File: src/rtl/jpeg_pkg.sv
// jpeg_pkg: shared constants and types for the MCU reassembly stage.
//   MODE_444 / MODE_420      chroma mode encodings (mode_420 port value)
//   NBLK_444 / NBLK_420      blocks per MCU
//   MCU_DIM_444/MCU_DIM_420  MCU edge length in pixels
//   COMP_Y/COMP_CB/COMP_CR   component ids
//   sched_state_t            scheduler FSM states
package jpeg_pkg;

   localparam logic MODE_444 = 1'b0;
   localparam logic MODE_420 = 1'b1;

   localparam int unsigned NBLK_444    = 3;
   localparam int unsigned NBLK_420    = 6;
   localparam int unsigned MCU_DIM_444 = 8;
   localparam int unsigned MCU_DIM_420 = 16;

   localparam logic [1:0] COMP_Y  = 2'd0;
   localparam logic [1:0] COMP_CB = 2'd1;
   localparam logic [1:0] COMP_CR = 2'd2;

   typedef enum logic [2:0] {
      ST_IDLE,
      ST_REQ,
      ST_WAIT,
      ST_FLUSH,
      ST_DONE
   } sched_state_t;

   // Component carried by block idx within an MCU.
   function automatic logic [1:0] comp_of_blk(input logic mode, input logic [2:0] idx);
      if (mode == MODE_420) begin
         if (idx < 3'd4)       return COMP_Y;
         else if (idx == 3'd4) return COMP_CB;
         else                  return COMP_CR;
      end else begin
         if (idx == 3'd0)      return COMP_Y;
         else if (idx == 3'd1) return COMP_CB;
         else                  return COMP_CR;
      end
   endfunction

   // Index of the final block of an MCU.
   function automatic logic [2:0] last_blk_idx(input logic mode);
      return (mode == MODE_420) ? 3'(NBLK_420 - 1) : 3'(NBLK_444 - 1);
   endfunction

endpackage

File: src/rtl/mcu_pixel_tracker.sv
// mcu_pixel_tracker: raster row/col counters within the current MCU and
// image-coordinate tagging of each flushed pixel.
//   clk, rst        clock, async active-high reset
//   clr             synchronous counter clear
//   pix_en          qualified pixel strobe (only while flushing)
//   mode_420        latched mode: 16x16 MCU when 1, 8x8 when 0
//   mcu_x, mcu_y    current MCU position
//   width, height   latched image dimensions
//   mcu_last_pix    pix_en on the final pixel of the MCU
//   pix_x, pix_y    image coordinates of the current pixel
//   pix_keep        pix_en and pixel lies inside the image
module mcu_pixel_tracker
   import jpeg_pkg::*;
#(
   parameter int unsigned DIM_W  = 16,
   parameter int unsigned MCU_CW = 12
) (
   input  logic              clk,
   input  logic              rst,
   input  logic              clr,
   input  logic              pix_en,
   input  logic              mode_420,
   input  logic [MCU_CW-1:0] mcu_x,
   input  logic [MCU_CW-1:0] mcu_y,
   input  logic [DIM_W-1:0]  width,
   input  logic [DIM_W-1:0]  height,
   output logic              mcu_last_pix,
   output logic [DIM_W-1:0]  pix_x,
   output logic [DIM_W-1:0]  pix_y,
   output logic              pix_keep
);

   // One extra bit so the edge compare never wraps.
   localparam int unsigned CW = DIM_W + 1;

   logic [3:0]    row;
   logic [3:0]    col;
   logic [3:0]    dim_m1;
   logic [2:0]    shamt;
   logic [CW-1:0] x_ext;
   logic [CW-1:0] y_ext;

   always_comb begin
      dim_m1       = mode_420 ? 4'(MCU_DIM_420 - 1) : 4'(MCU_DIM_444 - 1);
      shamt        = mode_420 ? 3'd4 : 3'd3;
      x_ext        = (CW'(mcu_x) << shamt) + CW'(col);
      y_ext        = (CW'(mcu_y) << shamt) + CW'(row);
      pix_x        = x_ext[DIM_W-1:0];
      pix_y        = y_ext[DIM_W-1:0];
      pix_keep     = pix_en && (x_ext < CW'(width)) && (y_ext < CW'(height));
      mcu_last_pix = pix_en && (row == dim_m1) && (col == dim_m1);
   end

   always_ff @(posedge clk or posedge rst) begin
      if (rst) begin
         row <= '0;
         col <= '0;
      end else if (clr) begin
         row <= '0;
         col <= '0;
      end else if (pix_en) begin
         if (col == dim_m1) begin
            col <= '0;
            row <= (row == dim_m1) ? '0 : row + 4'd1;
         end else begin
            col <= col + 4'd1;
         end
      end
   end

endmodule

File: src/rtl/mcu_scheduler.sv
// mcu_scheduler: frame-level sequencer for MCU reassembly. Issues one block
// request at a time (component id per block), gates requests on buffer
// readiness, walks MCUs over the image and pulses frame_done.
//   clk, rst                  clock, async active-high reset
//   start, abort              frame start pulse / synchronous abort
//   img_width, img_height     image size, sampled on start
//   mode_420                  1 = 4:2:0, 0 = 4:4:4, sampled on start
//   blk_req_valid/ready       block request handshake
//   blk_comp_id, blk_idx      component and in-MCU index of request
//   blk_done                  block delivered to MCU buffer
//   sink_ready                MCU buffer ready
//   pix_valid_in              MCU buffer pixel strobe
//   pix_x, pix_y, pix_keep    pixel coordinate tag and in-image flag
//   busy, frame_done, cfg_err status
module mcu_scheduler
   import jpeg_pkg::*;
#(
   parameter int unsigned DIM_W  = 16,
   parameter int unsigned MCU_CW = 12
) (
   input  logic             clk,
   input  logic             rst,
   input  logic             start,
   input  logic             abort,
   input  logic [DIM_W-1:0] img_width,
   input  logic [DIM_W-1:0] img_height,
   input  logic             mode_420,
   output logic             blk_req_valid,
   input  logic             blk_req_ready,
   output logic [1:0]       blk_comp_id,
   output logic [2:0]       blk_idx,
   input  logic             blk_done,
   input  logic             sink_ready,
   input  logic             pix_valid_in,
   output logic [DIM_W-1:0] pix_x,
   output logic [DIM_W-1:0] pix_y,
   output logic             pix_keep,
   output logic             busy,
   output logic             frame_done,
   output logic             cfg_err
);

   localparam int unsigned CW = DIM_W + 1;

   sched_state_t      state, state_nx;
   logic [DIM_W-1:0]  width_r, height_r;
   logic              mode_r;
   logic [MCU_CW-1:0] mcus_x_r, mcus_y_r;
   logic [MCU_CW-1:0] mcu_x, mcu_y;
   logic [2:0]        idx;

   logic              start_ok;
   logic              last_blk;
   logic              last_mcu;
   logic              last_col;
   logic              flush_en;
   logic              trk_clr;
   logic              mcu_done;
   logic [CW-1:0]     w_round, h_round;
   logic [MCU_CW-1:0] mcus_x_nx, mcus_y_nx;

   always_comb begin
      start_ok  = start && (img_width != '0) && (img_height != '0);
      // ceil(dim / MCU) as (dim + MCU-1) >> log2(MCU), widened so it cannot overflow
      w_round   = CW'(img_width)  + (mode_420 ? CW'(MCU_DIM_420 - 1) : CW'(MCU_DIM_444 - 1));
      h_round   = CW'(img_height) + (mode_420 ? CW'(MCU_DIM_420 - 1) : CW'(MCU_DIM_444 - 1));
      mcus_x_nx = mode_420 ? MCU_CW'(w_round >> 4) : MCU_CW'(w_round >> 3);
      mcus_y_nx = mode_420 ? MCU_CW'(h_round >> 4) : MCU_CW'(h_round >> 3);
      last_blk  = (idx == last_blk_idx(mode_r));
      last_col  = (mcu_x == mcus_x_r - MCU_CW'(1));
      last_mcu  = last_col && (mcu_y == mcus_y_r - MCU_CW'(1));
      flush_en  = (state == ST_FLUSH) && pix_valid_in;
      trk_clr   = abort || (state == ST_IDLE);
   end

   mcu_pixel_tracker #(
      .DIM_W  (DIM_W),
      .MCU_CW (MCU_CW)
   ) u_tracker (
      .clk          (clk),
      .rst          (rst),
      .clr          (trk_clr),
      .pix_en       (flush_en),
      .mode_420     (mode_r),
      .mcu_x        (mcu_x),
      .mcu_y        (mcu_y),
      .width        (width_r),
      .height       (height_r),
      .mcu_last_pix (mcu_done),
      .pix_x        (pix_x),
      .pix_y        (pix_y),
      .pix_keep     (pix_keep)
   );

   // State register
   always_ff @(posedge clk or posedge rst) begin
      if (rst) state <= ST_IDLE;
      else     state <= state_nx;
   end

   // Next state; abort overrides every other event
   always_comb begin
      state_nx = state;
      if (abort) begin
         state_nx = ST_IDLE;
      end else begin
         case (state)
            ST_IDLE:  if (start_ok) state_nx = ST_REQ;
            ST_REQ:   if (blk_req_valid && blk_req_ready) state_nx = ST_WAIT;
            ST_WAIT:  if (blk_done) state_nx = last_blk ? ST_FLUSH : ST_REQ;
            ST_FLUSH: if (mcu_done) state_nx = last_mcu ? ST_DONE : ST_REQ;
            ST_DONE:  state_nx = ST_IDLE;
            default:  state_nx = ST_IDLE;
         endcase
      end
   end

   // Outputs
   always_comb begin
      blk_req_valid = (state == ST_REQ) && sink_ready;
      blk_comp_id   = comp_of_blk(mode_r, idx);
      blk_idx       = idx;
      busy          = (state != ST_IDLE);
      frame_done    = (state == ST_DONE);
   end

   // Config latch, block index and MCU position
   always_ff @(posedge clk or posedge rst) begin
      if (rst) begin
         width_r  <= '0;
         height_r <= '0;
         mode_r   <= MODE_444;
         mcus_x_r <= '0;
         mcus_y_r <= '0;
         mcu_x    <= '0;
         mcu_y    <= '0;
         idx      <= '0;
         cfg_err  <= 1'b0;
      end else if (abort) begin
         mcu_x <= '0;
         mcu_y <= '0;
         idx   <= '0;
      end else begin
         case (state)
            ST_IDLE: begin
               if (start) begin
                  cfg_err <= !start_ok;
                  if (start_ok) begin
                     width_r  <= img_width;
                     height_r <= img_height;
                     mode_r   <= mode_420;
                     mcus_x_r <= mcus_x_nx;
                     mcus_y_r <= mcus_y_nx;
                     mcu_x    <= '0;
                     mcu_y    <= '0;
                     idx      <= '0;
                  end
               end
            end
            ST_WAIT: begin
               if (blk_done) idx <= last_blk ? '0 : idx + 3'd1;
            end
            ST_FLUSH: begin
               if (mcu_done && !last_mcu) begin
                  if (last_col) begin
                     mcu_x <= '0;
                     mcu_y <= mcu_y + MCU_CW'(1);
                  end else begin
                     mcu_x <= mcu_x + MCU_CW'(1);
                  end
               end
            end
            default: ;
         endcase
      end
   end

endmodule

File: config.mk
export PLATFORM = sky130hd
export DESIGN_NAME = mcu_scheduler
export DESIGN_NICKNAME = d
export VERILOG_FILES = /design/src/rtl/jpeg_pkg.sv /design/src/rtl/mcu_pixel_tracker.sv /design/src/rtl/mcu_scheduler.sv
export SDC_FILE = /design/constraint.sdc
export NUM_CORES = 1
export LEC_CHECK = 0
export ABC_AREA = 1
export BUFFER_PORTS_ARGS = -buffer_cell sky130_fd_sc_hd__buf_2
export CORE_UTILIZATION = 45
export DETAILED_ROUTE_END_ITERATION = 16
export HOLD_SLACK_MARGIN = 0.06
export PLACE_DENSITY = 0.72
export SYNTH_ARGS = -nofsm -noshare
export SYNTH_HDL_FRONTEND = slang
export SYNTH_SLANG_ARGS = --single-unit
File: constraint.sdc
create_clock -name clk -period 4.9 [get_ports clk]
set_input_delay 0.245 -clock clk [delete_from_list [all_inputs] [get_ports clk]]
set_output_delay 0.245 -clock clk [all_outputs]
set_load 0.02 [all_outputs]
* Word-level counts from Yosys, hierarchy flattened *
Cells that the tools add are included.

cells by class
  $add $sub $neg = 11
  $lt $le $gt $ge = 3
  eq/ne operators = 18
  shift-type cells = 2
  muxes and demuxes = 42
  bitwise gates (word level) = 1
  reductions and logical operators = 30

operators by type and width
  cell                   number
  $mux 12                10
  $pmux 12 s2            2
  $mux 3                 13
  $mux 4                 9
  $add 17x4->17          2
  $lt 17x16->1           2
  $shl 12x3->17          2
  $reduce_bool 16->1     2
  $add 12x1->12 const B  2
  $eq 12x12->1           2
  $sub 12x1->12 const B  2
  $ne 3x3->1 const B     6
  $add 16x16->16         1
  $add 16x4->16          1
  $reduce_and 4->1       4
  $mux 2                 6
  $pmux 3 s4             1
  $logic_and 1x1->1      11
  $reduce_bool 3->1      3
  $add 4x1->4 const B    2
  $eq 4x4->1             2
  $eq 3x1->1 const B     2
  $eq 3x2->1 const B     2
  $eq 3x3->1 const B     2
  13 further kinds       16

storage, ports and cells
  flip-flop bits (word level) = 96
  input bits = 41
  output and inout bits = 42
  word-level logic and storage cells = 119

* Longest topological paths before layout *
Gate-level depths: netlist of run 1.

  word-level depth = 8
  gate-level depth with buffers = 25
  gate-level depth less buffers = 22

* Modules after synthesis *
A second synthesis of run 1 with hierarchy kept.

unflattened totals
  cells, all modules = 1335
  area total of the unflattened synthesis = 8559.5 sq um

by module, submodules not included
  module             instances  cells each  area each (sq um)  seq. area each (sq um)
  mcu_scheduler      1          919         6100.9             2202.1
  mcu_pixel_tracker  1          416         2458.6             200.2

* Worst setup path before layout of run 1 *
OpenSTA, ideal clock, no wires.

  path type = register to output
  from = register mode_r
  to = output port pix_keep
  arrival time = 3.376 ns
  required time = 4.655 ns
  path slack = 1.279 ns
  stages on the path, launching flop included = 24
  path buffers = 4
  path through = dfrtp_1 -> buf_4 -> buf_4 -> buf_2 -> buf_2 -> nor2_1 -> ha_1 -> a21oi_1 -> o21ai_0 -> nand3_1 -> nor2_1 -> xor2_1 -> ha_1 -> nand2_1 -> nor2_1 -> nor2_1 -> o21ai_0 -> nor2_1 -> o21ai_0 -> nand3_1 -> nand2_1 -> nand2_1 -> nand3_1 -> nor2_1

between the ends
  elaborated cells between the ends (all ways) = 9
  those cells by class = 2 x add/sub; 2 x order compare; 2 x shift; 1 x mux; 2 x reduce/logical

RTL lines
  what                      line                     source
  start: declaration        mcu_scheduler.sv:47      logic mode_r;
  start signal: assignment  mcu_scheduler.sv:151     mode_r <= mode_420;
  $mux 3                    mcu_pixel_tracker.sv:45  shamt = mode_420 ? 3'd4 : 3'd3;
  $shl 12x3->17             mcu_pixel_tracker.sv:47  y_ext = (CW'(mcu_y) << shamt) + CW'(row);
  $add 17x4->17             mcu_pixel_tracker.sv:47
  via pix_y[8]              mcu_scheduler.sv:36      output logic [DIM_W-1:0] pix_y,
  $lt 17x16->1              mcu_pixel_tracker.sv:50  pix_keep = pix_en && (x_ext < CW'(width)) && (y_ext < CW'(height));
  $logic_and 1x1->1         mcu_pixel_tracker.sv:50
  end: declaration          mcu_scheduler.sv:37      output logic pix_keep,

The timed path passes the listed nets, and every way through them passes these cells.

* Final worst setup path of run 1 *
  from = register mode_r
  to = output port pix_keep

between the ends
  cells in the longest elaborated chain, start to end = 6
  elaborated cells between the ends (all ways) = 9
  those cells by class = 2 x add/sub; 2 x order compare; 2 x shift; 1 x mux; 2 x reduce/logical

ends and longest elaborated chain
  what                 line                     source
  $mux 3 *             mcu_pixel_tracker.sv:45
  $shl 12x3->17        mcu_pixel_tracker.sv:46  x_ext = (CW'(mcu_x) << shamt) + CW'(col);
  $add 17x4->17        mcu_pixel_tracker.sv:46
  $lt 17x16->1         mcu_pixel_tracker.sv:50
  $logic_and 1x1->1    mcu_pixel_tracker.sv:50
  $logic_and 1x1->1 *  mcu_pixel_tracker.sv:50

Every way passes the cells marked *; elsewhere a longest branch is shown, timed or not.

==> results of run 1 <==
==> layout make-up <==
type	count	area, um2	area share (%)
clock inverter	3	23.8	0.259
multi-input combinational	933	5030	54.8
tap	229	287	3.12
timing repair buffer	86	443	4.82
clock buffer	13	280	3.05
sequential	96	2400	26.2
inverter	190	716	7.79
==> cells by family after synthesis <==
kind of cell,Yosys count,synth area share [%]
simple gates,640,33.7
buf+inv,228,11.1
compound gates,169,11.3
flops,96,28.9
xor+xnor,65,7.17
fa+ha+maj,51,7.84
other cells,2,0.0902
==> state kept, by name, summed over array words and instances, names as in the netlist <==
name / count
mcus_x_r: 12
mcu_x: 12
height_r: 16
mcus_y_r: 12
state: 3
cfg_err: 1
mode_r: 1
width_r: 16
u_tracker.col: 4
blk_idx: 3
u_tracker.row: 4
mcu_y: 12
==> routing by layer <==
metal  vias up  GRT usage [%]  part of all wire [%]
met5         -              0                     0
met4         0           9.54                   3.0
met3        55           4.26                   5.9
met2       238           41.4                    47
met1      3842           31.4                    44
li1       4157              -                     -
==> report_power, final <==
part           switching (mW)  internal (mW)  total [mW]
sequential              0.191           1.03        1.23
clock                   0.333          0.401       0.735
combinational            1.39          0.712        2.11
total                    1.92           2.15        4.07
==> cell usage in the layout, fill, tap and decap left out, types with 2 or more instances in the layout <==
master and n:
nand4_1 37, xnor2_1 19, o211ai_1 9, dfrtp_1 96
or2_2 2, nor3_1 27, o21ai_0 89, xnor3_1 2
conb_1 8, inv_1 181, nor2_4 5, o21ai_1 7
o22ai_1 8, nor2_1 123, o21ai_2 6, inv_2 7
buf_2 82, xor2_1 44, clkbuf_8 4, a211oi_1 3
fa_1 2, buf_4 3, a21boi_0 2, nand3_1 88
ha_1 49, o31ai_1 4, o21a_1 3, a21oi_1 34
clkbuf_16 9, nand2_1 325, nor4_1 10, nor2_2 7
nor3b_1 2, nand2_2 2, nand3b_1 6, clkinvlp_4 2
==> Yosys cell counts (all sizes together) <==
| cell | instances |
|---|---|
| a211oi | 3 |
| a21boi | 2 |
| a21o | 1 |
| a21oi | 34 |
| a31oi | 1 |
| buf | 23 |
| clkbuf | 15 |
| clkinv | 1 |
| conb | 2 |
| dfrtp | 96 |
| fa | 2 |
| ha | 49 |
| inv | 189 |
| nand2 | 328 |
| nand2b | 1 |
| nand3 | 90 |
| nand3b | 6 |
| nand4 | 38 |
| nor2 | 135 |
| nor3 | 27 |
| nor3b | 2 |
| nor4 | 10 |
| o211ai | 9 |
| o21a | 3 |
| o21ai | 102 |
| o221ai | 1 |
| o22ai | 8 |
| o31ai | 4 |
| o41ai | 1 |
| or2 | 3 |
| xnor2 | 19 |
| xnor3 | 2 |
| xor2 | 44 |
==> worst max path at each step <==
stage,from,end,slack (ns),cells past startpoint
final,mode_r$_DFFE_PP0P_,pix_keep,0.68,19
after global routing,mode_r$_DFFE_PP0P_,pix_keep,0.27,19
after CTS,mode_r$_DFFE_PP0P_,pix_keep,0.77,19
after detailed placement,mode_r$_DFFE_PP0P_,pix_keep,1.17,19
after global placement,mode_r$_DFFE_PP0P_,pix_keep,1.28,19
after floorplan,mode_r$_DFFE_PP0P_,pix_keep,1.28,23
==> worst max-delay path: cells and delay by family (launching register included) <==
kind                       cells  cell delay [ns]
buffers and inverters          3             0.58
DFF                            1             0.51
AOI/OAI and AO/OA              3             0.72
and+or+nand+nor               11             1.32
adders and majority gates      1             0.30
xor gates and xnor gates       1             0.17
==> what timing repair did <==
| action | in CTS | in global routing |
|---|---|---|
| resized for setup | 0 | 0 |
| hold endpoints to repair | 56 | 0 |
| endpoints found under the setup margin | 0 | 0 |
| hold buffers | 1 | 0 |
==> qor.txt, run 1 <==
STA
------------------------------------------------------------------------------------------------------
Minimum clock period after layout .......................................................      4.22 ns
Peak Freq ...............................................................................    0.237 GHz
Normalized max-slew margin ..............................................................        38.4%
Number of endpoints failing setup at the final stage ....................................            0
Least-Margin Pin Slew ...................................................................     0.921 ns
Period utilization ......................................................................        86.0%
Clock skew ..............................................................................   0.00687 ns
Unrepaired setup endpoints after global routing .........................................           no
Final worst hold slack ..................................................................     0.101 ns
Post-route setup slack ..................................................................     0.685 ns
Number of max-slew violations in the final report .......................................            0
Sum of negative setup slack .............................................................         0 ns
Number of hold violations in the final report ...........................................            0

CLOCKING
------------------------------------------------------------------------------------------------------
Deepest level of the CTS H-tree .........................................................            3
Latest clock arrival within the worst-skew pair .........................................      0.36 ns
Clock transition at the register clock pins on the worst setup and hold paths after CTS .      0.07 ns
CTS Buf Count ...........................................................................            9
Clock tree from TritonCTS ...............................................................         done
CTS Root Buffer Type ....................................................................    clkbuf_16
Clock Sinks .............................................................................           96
CTS max path bufs .......................................................................            2
Post-CTS setup buffers ..................................................................            0

CRITICAL PATH
------------------------------------------------------------------------------------------------------
R2r worst-path depth ....................................................................            9
R2R setup slack .........................................................................      2.10 ns
Maximum fanout along the worst path .....................................................           43
R2R Path Start .......................................................................... state[1]$_DFFE_PP0P_
Top cell by count, worst path ...........................................................      nand2_1
Setup Crit Path Kind .................................................................... flip-flop to output port
CP endpoint kind ........................................................................  output port
Critical Path Max Stage Delay ...........................................................      0.51 ns
Capturing point of the worst reg2reg path ............................................... mcus_x_r[7]$_DFFE_PP0P_
CP startpoint kind ......................................................................    flip-flop
Crit path arrival time ..................................................................      3.97 ns
CP required .............................................................................      4.66 ns
Worst-path cell with the longest stage delay ............................................      dfrtp_1
Worst path cell trace ................................................................... buf_4, o21ai_0, nand2_1, nor2_1, nand2_1, nor2_1, xor2_1, inv_1, ha_1, nand2_1, nor2_1, a211oi_1, o21ai_0, nand3_1, nand2_1, nand2_1, nand3_1, nor2_1, buf_2

PLACE
------------------------------------------------------------------------------------------------------
Number of buffer cells added on primary ports ...........................................           82
Cell area after placement ...............................................................     8870 um2
Placed wire-length estimate after detailed placement ....................................      17.7 mm
Cell count after placement ..............................................................         1533
Last weighted congestion value of the routability-driven placer .........................        0.923
Post-placement worst setup slack ........................................................      1.17 ns

SYNTHESIS
------------------------------------------------------------------------------------------------------
Area share of the largest cell type after synthesis .....................................        28.9%
Total of flip-flops plus latches after synthesis ........................................           96
Synth area leader .......................................................................      dfrtp_1
Warnings, synthesis .....................................................................            0
Mean Syn Cell Area ......................................................................     6.66 um2
Top cells by area, synth ................................................................ dfrtp_1 (29%), nand2_1 (15%), inv_1 (8.2%), ha_1 (7.4%), nor2_1 (5.5%)
Post-Syn Area ...........................................................................     8330 um2
Distinct cell type count of the synthesized netlist .....................................           47
Mapped Cells ............................................................................         1251
Register area share after synthesis .....................................................        28.9%

FINISH
------------------------------------------------------------------------------------------------------
Layout filler cell count ................................................................         1850
Final cell area excluding filler cells ..................................................     9180 um2
Final net count .........................................................................         1408
Area growth from synthesis to layout ....................................................        10.3%
Layout cells sized above 1 ..............................................................        10.2%
Number of non-filler instances in the completed layout ..................................         1550
Final core utilization ..................................................................        50.9%
Count of inserted antenna diode cells ...................................................            0

GRT
------------------------------------------------------------------------------------------------------
Number of global-route vias before repair ...............................................         7965
Global-route wire length before repair ..................................................      38.2 mm
Overall Global Routing Usage ............................................................        24.6%
Largest net degree at the start of global routing .......................................           73
Sum of overflow across all layers after global routing ..................................            0
Number of antenna violations at the first check in global routing .......................            0

FLOORPLAN
------------------------------------------------------------------------------------------------------
Die outline height ......................................................................       138 um
Die Outline Area ........................................................................    19100 um2
Initial standard-cell utilization of the core ...........................................        46.2%
Number of core rows .....................................................................           49
Core area ...............................................................................    18000 um2
Count of pins on the block boundary .....................................................           83
Width of the die ........................................................................       138 um

ROUTING
------------------------------------------------------------------------------------------------------
Post-DR wirelength/cell .................................................................      14.6 um
WL final ................................................................................      22.6 mm
Average via count per standard cell .....................................................         5.35
DR DRC count ............................................................................            0
Number of nets with antenna violations after routing ....................................            0
Initial DRC Count .......................................................................          551
Vias ....................................................................................         8292
Drt first pass iters ....................................................................            5

POWER AND IR DROP
------------------------------------------------------------------------------------------------------
Static leakage power ....................................................................      4.79 nW
Total Power Consumption .................................................................      4.07 mW
Peak supply drop ........................................................................   0.000279 V
Power density of the placed cells .......................................................   443 nW/um2

OUTCOME
------------------------------------------------------------------------------------------------------
Status .................................................................................. complete, no violations

FLOW RUN
------------------------------------------------------------------------------------------------------
Max-capacitance violation count .........................................................            0

MIN PATH
------------------------------------------------------------------------------------------------------
Type of the tightest min-delay check .................................................... input pin to flip-flop
End of the worst hold path .............................................................. width_r[13]$_DFFE_PP0P_
Hold wc startpoint ...................................................................... img_width[13]
Worst hold path stage count .............................................................            3

Power figures use the tool's default switching activity.
==> run 2: changes to the inputs <==
--- a/config.mk
+++ b/config.mk
@@ -10,7 +10,7 @@
 export CORE_UTILIZATION = 45
 export DETAILED_ROUTE_END_ITERATION = 16
 export HOLD_SLACK_MARGIN = 0.06
-export PLACE_DENSITY = 0.72
+export PLACE_DENSITY = 0.61
 export SYNTH_ARGS = -nofsm -noshare
 export SYNTH_HDL_FRONTEND = slang
 export SYNTH_SLANG_ARGS = --single-unit
==> qor.txt, run 2 (synthesized netlist as in run 1, its figures left out) <==
ROUTING
------------------------------------------------------------------------------------------------------
Vias ....................................................................................         8160
DR DRC count ............................................................................            0
Average via count per standard cell .....................................................         5.26
Initial DRC Count .......................................................................          513
Post-DR wirelength/cell .................................................................      15.1 um
Number of nets with antenna violations after routing ....................................            0
WL final ................................................................................      23.4 mm
Drt first pass iters ....................................................................            5

PLACE
------------------------------------------------------------------------------------------------------
Last weighted congestion value of the routability-driven placer .........................        0.869
Placed wire-length estimate after detailed placement ....................................      18.3 mm
Number of buffer cells added on primary ports ...........................................           82
Cell area after placement ...............................................................     8870 um2

CRITICAL PATH
------------------------------------------------------------------------------------------------------
Worst path cell trace ................................................................... nor2_1, ha_1, a21oi_1, o21ai_0, nand3_1, nor2_1, nand2_1, nor2_1, xor2_1, inv_1, ha_1, nand2_1, nor2_1, a211oi_1, o21ai_0, nand3_1, nand2_1, nand2_1, nand3_1, nor2_1, buf_2
CP required .............................................................................      4.66 ns
Setup Crit Path Kind .................................................................... flip-flop to output port
CP startpoint kind ......................................................................    flip-flop
Worst-path cell with the longest stage delay ............................................      dfrtp_1
Top cell by count, worst path ...........................................................       nor2_1
CP endpoint kind ........................................................................  output port
Maximum fanout along the worst path .....................................................           19
Critical Path Max Stage Delay ...........................................................      0.57 ns
Crit path arrival time ..................................................................      3.86 ns

CLOCKING
------------------------------------------------------------------------------------------------------
Hold-fix buffers, CTS ...................................................................            1
Post-CTS setup buffers ..................................................................            0
Clock tree from TritonCTS ...............................................................         done
Deepest level of the CTS H-tree .........................................................            3
CTS Buf Count ...........................................................................            9
Total of cells resized after clock tree synthesis .......................................            0
Clock Sinks .............................................................................           96
CTS max path bufs .......................................................................            2
CTS Root Buffer Type ....................................................................    clkbuf_16
Latest clock arrival within the worst-skew pair .........................................      0.36 ns
Clock transition at the register clock pins on the worst setup and hold paths after CTS .      0.07 ns

STA
------------------------------------------------------------------------------------------------------
Least-Margin Pin Slew ...................................................................     0.974 ns
Period utilization ......................................................................        83.9%
Minimum clock period after layout .......................................................      4.11 ns
Number of max-slew violations in the final report .......................................            0
Number of hold violations in the final report ...........................................            0
Sum of negative setup slack .............................................................         0 ns
Clock skew ..............................................................................   0.00518 ns
Number of endpoints failing setup at the final stage ....................................            0
Unrepaired setup endpoints after global routing .........................................           no
Peak Freq ...............................................................................    0.243 GHz
Normalized max-slew margin ..............................................................        34.8%

GRT
------------------------------------------------------------------------------------------------------
Overall Global Routing Usage ............................................................        24.9%
Sum of overflow across all layers after global routing ..................................            0
Number of antenna violations at the first check in global routing .......................            0
Global-route wire length before repair ..................................................      38.2 mm
Largest net degree at the start of global routing .......................................           85
Number of global-route vias before repair ...............................................         7558

FLOORPLAN
------------------------------------------------------------------------------------------------------
Core area ...............................................................................    18000 um2
Number of core rows .....................................................................           49
Initial standard-cell utilization of the core ...........................................        46.2%
Width of the die ........................................................................       138 um
Die Outline Area ........................................................................    19100 um2
Die outline height ......................................................................       138 um
Count of pins on the block boundary .....................................................           83

MIN PATH
------------------------------------------------------------------------------------------------------
Type of the tightest min-delay check .................................................... input pin to flip-flop

FINISH
------------------------------------------------------------------------------------------------------
Final core utilization ..................................................................        50.9%
Count of inserted antenna diode cells ...................................................            0
Highest-count cells in the layout ignoring fill and taps ................................ nand2_1 (325), inv_1 (181), nor2_1 (123)
Most common cell after layout, fill and taps aside ......................................      nand2_1
Regs by FF count ........................................................................ height_r: 16 flops, width_r: 16 flops
Area growth from synthesis to layout ....................................................        10.1%
Final cell area excluding filler cells ..................................................     9170 um2
Final net count .........................................................................         1408
Layout cells sized above 1 ..............................................................        10.1%

POWER AND IR DROP
------------------------------------------------------------------------------------------------------
Power density of the placed cells .......................................................   443 nW/um2
Peak supply drop ........................................................................   0.000262 V
Total Power Consumption .................................................................      4.06 mW
Static leakage power ....................................................................      4.79 nW

FLOW RUN
------------------------------------------------------------------------------------------------------
Max-capacitance violation count .........................................................            0

OUTCOME
------------------------------------------------------------------------------------------------------
Status .................................................................................. complete, no violations

==> run 2: changes by cell type in the layout (fill, tap and decap cells not counted), sizes merged <==
cell / change
clkbuf: -2
bufinv: +1
clkinvlp: -2
clkinv: +3
==> run 2: power by group <==
part	switching (mW)	internal, mW	total, mW
Clock	0.333	0.397	0.730
Combinational	1.39	0.711	2.10
Sequential	0.198	1.03	1.23
==> run 2: worst paths after layout <==
check	start	to	slack, ns	depth (start not counted)
max reg2reg	mode_r$_DFFE_PP0P_	mcu_y[6]$_DFFE_PP0P_	2.07	12
min	img_width[2]	width_r[2]$_DFFE_PP0P_	0.11	3
max in group asynchronous	rst	mcus_y_r[0]$_DFFE_PP0P_	3.30	4
min reg2reg	height_r[0]$_DFFE_PP0P_	height_r[0]$_DFFE_PP0P_	0.49	2
max	mode_r$_DFFE_PP0P_	pix_keep	0.79	21
min in group asynchronous	rst	width_r[7]$_DFFE_PP0P_	0.54	3
==> run 2: area by class of cell <==
| type | instances | area, um2 |
|---|---|---|
| Clock buffer | 11 | 233 |
| Tap cell | 229 | 287 |
| Sequential cell | 96 | 2400 |
| Fill cell | 1880 | 8860 |
| Multi-Input combinational cell | 933 | 5030 |
| Inverter | 190 | 716 |
| Timing Repair Buffer | 86 | 443 |
| Clock inverter | 5 | 57.6 |
==> run 2: metal layers <==
| layer | vias to the layer above | wire, um | part of all wire, % | GRT usage (%) |
|---|---|---|---|---|
| li1 | 4161 | - | - | - |
| met1 | 3740 | 10500 | 45 | 32.1 |
| met2 | 216 | 11200 | 48 | 42.1 |
| met3 | 43 | 1070 | 4.6 | 3.74 |
| met4 | 0 | 656 | 2.8 | 9.37 |
| met5 | - | 0 | 0 | 0 |
==> run 2: per-stage QoR <==
stage / hold WS [ns] / worst slack, ns / std cells
2_1_floorplan: 0.366 / 1.28 / 1257
3_3_place_gp: 0.415 / 1.33 / 1533
3_5_place_dp: 0.422 / 1.23 / 1533
4_1_cts: 0.101 / 0.810 / 1550
5_1_grt: 0.122 / 0.464 / 1550
6_report: 0.109 / 0.790 / 1550
==> run 2: worst max-delay path: cells and delay by family, from the launching register on <==
kind                       cells  cell delay [ns]
and+or+nand+nor               12             1.55
buffers and inverters          2             0.27
AOI/OAI and AO/OA              4             0.44
adders and majority gates      2             0.48
DFF                            1             0.57
xor gates and xnor gates       1             0.20
